===== config.mk =====
export PLATFORM = sky130hd
export DESIGN_NAME = ntt_sequencer
export DESIGN_NICKNAME = d
export VERILOG_FILES = /design/src/rtl/ntt_pkg.sv /design/src/rtl/ntt_addr_delay.sv /design/src/rtl/ntt_sequencer.sv
export SDC_FILE = /design/constraint.sdc
export NUM_CORES = 1
export LEC_CHECK = 0
export ABC_AREA = 1
export CAP_MARGIN = 5
export CORE_MARGIN = 4
export CORE_UTILIZATION = 28
export CTS_CLUSTER_DIAMETER = 200
export DETAILED_ROUTE_END_ITERATION = 16
export MAX_ROUTING_LAYER = met4
export SYNTH_ARGS = -nofsm -noshare
export SYNTH_HDL_FRONTEND = slang
export SYNTH_SLANG_ARGS = --single-unit

===== constraint.sdc =====
create_clock -name clk -period 13.74 [get_ports clk]
set_input_delay 3.435 -clock clk [delete_from_list [all_inputs] [get_ports clk]]
set_output_delay 3.435 -clock clk [all_outputs]
set_load 0.05 [all_outputs]

===== src/rtl/ntt_pkg.sv =====
// Shared types and constants for the NTT address sequencer.
// Holds the FSM state encoding, transform-length limits and small helpers.
package ntt_pkg;

    typedef enum logic [1:0] {
        ST_IDLE  = 2'd0,
        ST_RUN   = 2'd1,
        ST_DRAIN = 2'd2,
        ST_DONE  = 2'd3
    } ntt_state_e;

    localparam int unsigned N_MIN          = 4;
    localparam int unsigned N_MAX          = 65536;
    localparam int unsigned BF_LATENCY_MAX = 8;
    localparam int unsigned N_W            = 17;
    localparam int unsigned TW_W           = 16;

    // A legal length is a power of two inside [N_MIN, N_MAX].
    function automatic logic ntt_n_legal(input logic [16:0] n);
        return (n >= 17'(N_MIN)) && (n <= 17'(N_MAX)) && ((n & (n - 17'd1)) == 17'd0);
    endfunction

    function automatic logic [4:0] ntt_log2(input logic [16:0] n);
        logic [4:0] r;
        r = '0;
        for (int i = 0; i < int'(N_W); i++) begin
            if (n[i]) begin
                r = 5'(i);
            end
        end
        return r;
    endfunction

endpackage


===== src/rtl/ntt_addr_delay.sv =====
// Fixed-depth shift register that turns read-side address/valid words into
// write-side words; synchronous active-low clear empties every slot.
module ntt_addr_delay
    import ntt_pkg::*;
#(
    parameter int DEPTH = 4,
    parameter int WIDTH = 35
) (
    input  logic             clk,
    input  logic             rst_n,
    input  logic [WIDTH-1:0] d_i,
    output logic [WIDTH-1:0] q_o
);

    logic [WIDTH-1:0] pipe_q [DEPTH];
    logic [WIDTH-1:0] pipe_d [DEPTH];

    always_comb begin
        pipe_d[0] = d_i;
        for (int i = 1; i < DEPTH; i++) begin
            pipe_d[i] = pipe_q[i-1];
        end
    end

    always_ff @(posedge clk) begin
        if (!rst_n) begin
            for (int i = 0; i < DEPTH; i++) begin
                pipe_q[i] <= '0;
            end
        end else begin
            for (int i = 0; i < DEPTH; i++) begin
                pipe_q[i] <= pipe_d[i];
            end
        end
    end

    assign q_o = pipe_q[DEPTH-1];

endmodule


===== src/rtl/ntt_sequencer.sv =====
// Address/twiddle sequencer for an in-place radix-2 NTT: one butterfly per cycle,
// a drain gap of BF_LATENCY cycles between stages, write-back via a delay line.
module ntt_sequencer
    import ntt_pkg::*;
#(
    parameter int BF_LATENCY = 4,
    parameter int AW         = 17
) (
    input  logic          clk,
    input  logic          rst_n,
    input  logic          ntt_start,
    input  logic [16:0]   param_n,
    output logic [AW-1:0] raddr1_o,
    output logic [AW-1:0] raddr2_o,
    output logic [AW-1:0] waddr1_o,
    output logic [AW-1:0] waddr2_o,
    output logic          we_o,
    output logic          rvalid_o,
    output logic [15:0]   twiddle_idx_o,
    output logic          busy_o,
    output logic          done_o,
    output logic          err_o
);

    localparam logic [3:0] DRAIN_LAST = 4'(BF_LATENCY - 1);
    localparam int         DW         = 2 * AW + 1;

    ntt_state_e  state_q, state_d;
    logic [4:0]  logn_q, logn_d;
    logic [3:0]  s_q, s_d;
    logic [15:0] b_q, b_d;
    logic [3:0]  cnt_q, cnt_d;
    logic        err_q, err_d;
    logic [15:0] last_b;

    logic [AW-1:0] raddr1_q, raddr1_d;
    logic [AW-1:0] raddr2_q, raddr2_d;
    logic [15:0]   tw_q, tw_d;
    logic          rvalid_q, rvalid_d;
    logic          busy_q, busy_d;
    logic          done_q, done_d;
    logic          err_o_q, err_o_d;

    logic [4:0]  half_shift;
    logic [16:0] mask;
    logic [16:0] b_ext;
    logic [16:0] addr1_full;
    logic [16:0] addr2_full;

    logic [DW-1:0] dly_in;
    logic [DW-1:0] dly_out;

    assign last_b = 16'((17'd1 << (logn_q - 5'd1)) - 17'd1);

    always_comb begin
        state_d = state_q;
        logn_d  = logn_q;
        s_d     = s_q;
        b_d     = b_q;
        cnt_d   = cnt_q;
        err_d   = err_q;
        case (state_q)
            ST_IDLE: begin
                if (ntt_start) begin
                    s_d   = '0;
                    b_d   = '0;
                    cnt_d = '0;
                    if (ntt_n_legal(param_n)) begin
                        state_d = ST_RUN;
                        logn_d  = ntt_log2(param_n);
                        err_d   = 1'b0;
                    end else begin
                        state_d = ST_DONE;
                        err_d   = 1'b1;
                    end
                end
            end
            ST_RUN: begin
                if (b_q == last_b) begin
                    state_d = ST_DRAIN;
                    b_d     = '0;
                    cnt_d   = '0;
                end else begin
                    b_d = b_q + 16'd1;
                end
            end
            ST_DRAIN: begin
                if (cnt_q == DRAIN_LAST) begin
                    cnt_d = '0;
                    if ({1'b0, s_q} < (logn_q - 5'd1)) begin
                        s_d     = s_q + 4'd1;
                        state_d = ST_RUN;
                    end else begin
                        state_d = ST_DONE;
                    end
                end else begin
                    cnt_d = cnt_q + 4'd1;
                end
            end
            ST_DONE: begin
                state_d = ST_IDLE;
                err_d   = 1'b0;
            end
            default: begin
                state_d = ST_IDLE;
            end
        endcase
    end

    // Outputs are computed from the next-state counters so the registered
    // addresses line up with the cycle the FSM actually spends in RUN.
    always_comb begin
        half_shift = logn_d - 5'd1 - {1'b0, s_d};
        mask       = (17'd1 << half_shift) - 17'd1;
        b_ext      = {1'b0, b_d};
        addr1_full = ((b_ext & ~mask) << 1) | (b_ext & mask);
        addr2_full = addr1_full + mask + 17'd1;

        rvalid_d = (state_d == ST_RUN);
        busy_d   = (state_d != ST_IDLE);
        done_d   = (state_d == ST_DONE);
        err_o_d  = (state_d == ST_DONE) && err_d;
        raddr1_d = '0;
        raddr2_d = '0;
        tw_d     = '0;
        if (rvalid_d) begin
            raddr1_d = AW'(addr1_full);
            raddr2_d = AW'(addr2_full);
            tw_d     = (16'd1 << s_d) + 16'(b_ext >> half_shift);
        end
    end

    always_ff @(posedge clk) begin
        if (!rst_n) begin
            state_q  <= ST_IDLE;
            logn_q   <= '0;
            s_q      <= '0;
            b_q      <= '0;
            cnt_q    <= '0;
            err_q    <= 1'b0;
            raddr1_q <= '0;
            raddr2_q <= '0;
            tw_q     <= '0;
            rvalid_q <= 1'b0;
            busy_q   <= 1'b0;
            done_q   <= 1'b0;
            err_o_q  <= 1'b0;
        end else begin
            state_q  <= state_d;
            logn_q   <= logn_d;
            s_q      <= s_d;
            b_q      <= b_d;
            cnt_q    <= cnt_d;
            err_q    <= err_d;
            raddr1_q <= raddr1_d;
            raddr2_q <= raddr2_d;
            tw_q     <= tw_d;
            rvalid_q <= rvalid_d;
            busy_q   <= busy_d;
            done_q   <= done_d;
            err_o_q  <= err_o_d;
        end
    end

    // Read addresses are already zero when invalid, so the delayed words
    // keep write addresses at zero whenever we_o is low.
    assign dly_in = {rvalid_q, raddr1_q, raddr2_q};

    ntt_addr_delay #(
        .DEPTH (BF_LATENCY),
        .WIDTH (DW)
    ) u_wdelay (
        .clk   (clk),
        .rst_n (rst_n),
        .d_i   (dly_in),
        .q_o   (dly_out)
    );

    assign we_o          = dly_out[DW-1];
    assign waddr1_o      = dly_out[2*AW-1:AW];
    assign waddr2_o      = dly_out[AW-1:0];
    assign raddr1_o      = raddr1_q;
    assign raddr2_o      = raddr2_q;
    assign twiddle_idx_o = tw_q;
    assign rvalid_o      = rvalid_q;
    assign busy_o        = busy_q;
    assign done_o        = done_q;
    assign err_o         = err_o_q;

endmodule


==> summary.md <==
| Metric | Value |
|---|---|
| Outcome | `finished, final reports clean` |
| Clock latency on the worst-skew pair | `0.53 ns` |
| Worst Path Arrival | `between 10 and 15 ns` |
| CTS tree | `built` |
| Post-synthesis sequential area ratio | `37.2%` |
| Final Max Slew Viols | `0` |
| Slew HR | `approximately 37%` |
| First-pass GRT wire length | `between 40000 and 50000 um` |
| Syn Std Cell Area | `between 10000 and 15000 um^2` |
| Flop pwr share | `44.4%` |
| Unique masters post-synth | `55` |
| Diodes inserted | `0` |
| Setup Buffers After CTS | `0` |
| P_leak | `~7.3 nW` |
| Clk buf depth | `3` |
| P_int | `between 1 and 1.5 mW` |
| Final number of hold-violating endpoints | `0` |
| Worst setup EP type | `flop` |
| Final setup TNS | `0 ns` |
| Period minus WS final | `9.79 ns` |
| Reg clk slew, reported paths | `0.06 ns` |
| Switching Power | `around 0.41 mW` |
| Crit-path most repeated cell | `nand2_1` |
| Required time worst endpoint | `around 14 ns` |
| DRT Pass-1 Iters | `5` |
| Total Power | `approximately 1.5 mW` |
| Hold Crit Class | `flop to flop` |
| Residual DRC count | `0` |
| Total congestion overflow | `0` |
| FF-to-FF Start | `logn_q[0]` |
| Layout cells sized above 1 | `under 10%` |
| MaxCap Viol Count | `0` |
| Sw frac | `between 20% and 30%` |
| Via count | `approximately 10000` |
| Post-Syn Instances | `roughly 1800` |
| Unrepaired setup endpoints after global routing | `false` |
| Crit path from | `param_n[3]` |
| Ports | `between 100 and 150` |
| Final-stage net count | `a little under 2000` |
| Hold buffer count at cts | `0` |
| Vias in the first global route | `9682` |
| Core region area | `about 43000 um^2` |
| Routed WL | `30400 um` |
| Final core occ | `roughly a third` |
| Max VDD drop | `between 0.08 and 0.09 mV` |
| Setup violators final | `0` |
| CP max stage delay | `~0.46 ns` |
| Worst Skew | `0.00931 ns` |
| Highest-delay cell along the critical path | `clkdlybuf4s50_1` |
| Area Growth Syn to Fin | `18.4%` |
| Combinational power share | `around an eighth` |
| Cell row count | `76` |
| Root buffer cell | `clkbuf_16` |
| Clock power share | `43.6%` |
| Num CTS Buffers | `24` |
| Syn_nets | `roughly 1900` |
| Die Wd | `around 220 um` |
| Syn_area_per_cell | `a little under 7 um^2` |
| DRT antenna net count | `0` |
| Port buffer count | `~110` |
| Clk sinks | `226` |
| Max Fclk | `around 0.10 GHz` |
| Worst setup SP type | `primary input` |
| Final Cycle Share | `just over 70%` |
| Total GRT Usage | `about 13%` |
| H-tree depth | `1` |
| Height of the die | `approximately 220 um` |
| Initial antenna violation count | `0` |
| Worst-Margin Slew | `approximately 0.94 ns` |
| Initial Util | `28.3%` |
| Hold_sp | `u_wdelay.pipe_q[2][17]` |
| Flops & latches, synth | `226` |
| Final worst slack | `a little under 4 ns` |
| Die ar. | `approximately 47000 um^2` |
| Largest net degree at the start of global routing | `a little over 80` |
| Vias per std cell | `between 4 and 5` |
| Cell Pwr Density | `106 nW/um^2` |
| Final GP Congestion | `roughly 0.91` |
| Post-placement setup slack | `between 3 and 4 ns` |
| Initial DRC Count | `593` |
| Post-cts resize count | `0` |
| Kind of critical path | `primary input to flop` |
| Synth warn | `0` |
| Crit-path max FO | `15` |
| Post-DP HPWL | `24300 um` |
| Wirelength per Cell | `12.3 um` |
final timing paths:
check,endpoint,slack [ns],depth (start not counted)
max,raddr2_o[12],3.95,42
min,u_wdelay.pipe_q[3][17],0.40,2
max reg2reg,twiddle_idx_o[14],6.00,44
min reg2reg,u_wdelay.pipe_q[3][17],0.40,2
synthesized netlist by cell type, drive strengths merged:
cell type    n  area (um^2)
nor3        16         90.1
inv        347         1310
a21boi       1         7.51
nand3       94          546
clkinv       4         15.0
dfxtp      226         4520
a32o         1         10.0
or2          7         43.8
a2111oi      1         15.0
o211ai       2         15.0
clkbuf      24         90.1
xnor2        2         17.5
fa           3         60.1
nand3b       4         50.1
nor3b        3         22.5
o221ai       1         8.76
a21oi       58          294
o22ai       10         62.6
o41ai        5         58.8
o21ai       89          468
nor4         2         12.5
o31ai        2         15.0
a211oi       2         15.0
a21o         1         7.51
o2111ai      2         17.5
nand2      505         2060
and3         3         18.8
o21a         3         22.5
ha          45          563
o21bai       5         37.5
nor2       224          943
xor2        23          201
buf         50          358
a31oi        6         37.5
nand4       21          144
power by group through the flow:
stage	logic, mW	clock network (mW)	registers, mW
after floorplan	0.111	0	0.703
after global placement	0.181	0	0.690
after CTS	0.183	0.689	0.676
final	0.182	0.665	0.676
after detailed placement	0.182	0	0.690
after global routing	0.201	0.717	0.678
stage by stage:
stage	area (um^2)	hold WS [ns]	std cells
after floorplan	12200	0.390	1792
after global placement	13500	0.393	2415
after detailed placement	13500	0.395	2415
after CTS	14400	0.392	2459
after global routing	14400	0.415	2459
final	14400	0.405	2459
cells in the final DEF (no fill, tap or decap), types with 18 or more instances in the layout:
cell type        count
nand2_1            459
inv_1              327
dfxtp_1            226
nor2_1             199
clkdlybuf4s50_1    107
nand3_1             79
o21ai_0             67
a21oi_1             57
ha_1                45
nand2_2             37
clkbuf_16           24
xor2_1              23
nand4_1             19
inv_2               18
worst max-delay path, delay by kind of cell:
kind | cells | cell delay, ns
adders and majority gates | 3 | 0.85
AOI/OAI and AO/OA | 9 | 1.46
and+or+nand+nor | 22 | 2.91
buffers and inverters | 8 | 1.55
registers in the layout, indices dropped and copies added (netlist names):
name / cells
b_q: 16
busy_o: 1
cnt_q: 4
done_o: 1
err_o: 1
err_q: 1
logn_q: 5
raddr1_o: 17
raddr2_o: 17
rvalid_o: 1
s_q: 4
state_q: 2
twiddle_idx_o: 16
u_wdelay.pipe_q: 140
cell type report:
cell class              instances  area [um^2]
repair buffers                112         1110
flip-flops and latches        226         4520
clock buffers                  32          701
clock inverters                12          141
inverters                     351         1320
well taps                     585          732
fillers                      4715        28600
multi-input cells            1141         5860
cell families after synthesis:
kind of cell / count (synthesis) / share of synthesized area, %
adders and majority gates: 48 / 5.13
DFF: 226 / 37.2
and+or+nand+nor: 879 / 32.3
AOI/OAI and AO/OA: 189 / 8.99
buffers and inverters: 425 / 14.6
xor gates and xnor gates: 25 / 1.80
per-layer routing:
metal  vias up  wire length, um  global-route usage, %
met3        52             1680                   2.16
li1       5581                -                      -
met2       236            13300                   21.0
met4         0              567                   2.75
met1      4598            14800                   17.3
met5         -                0                      -
Power figures use the tool's default switching activity.
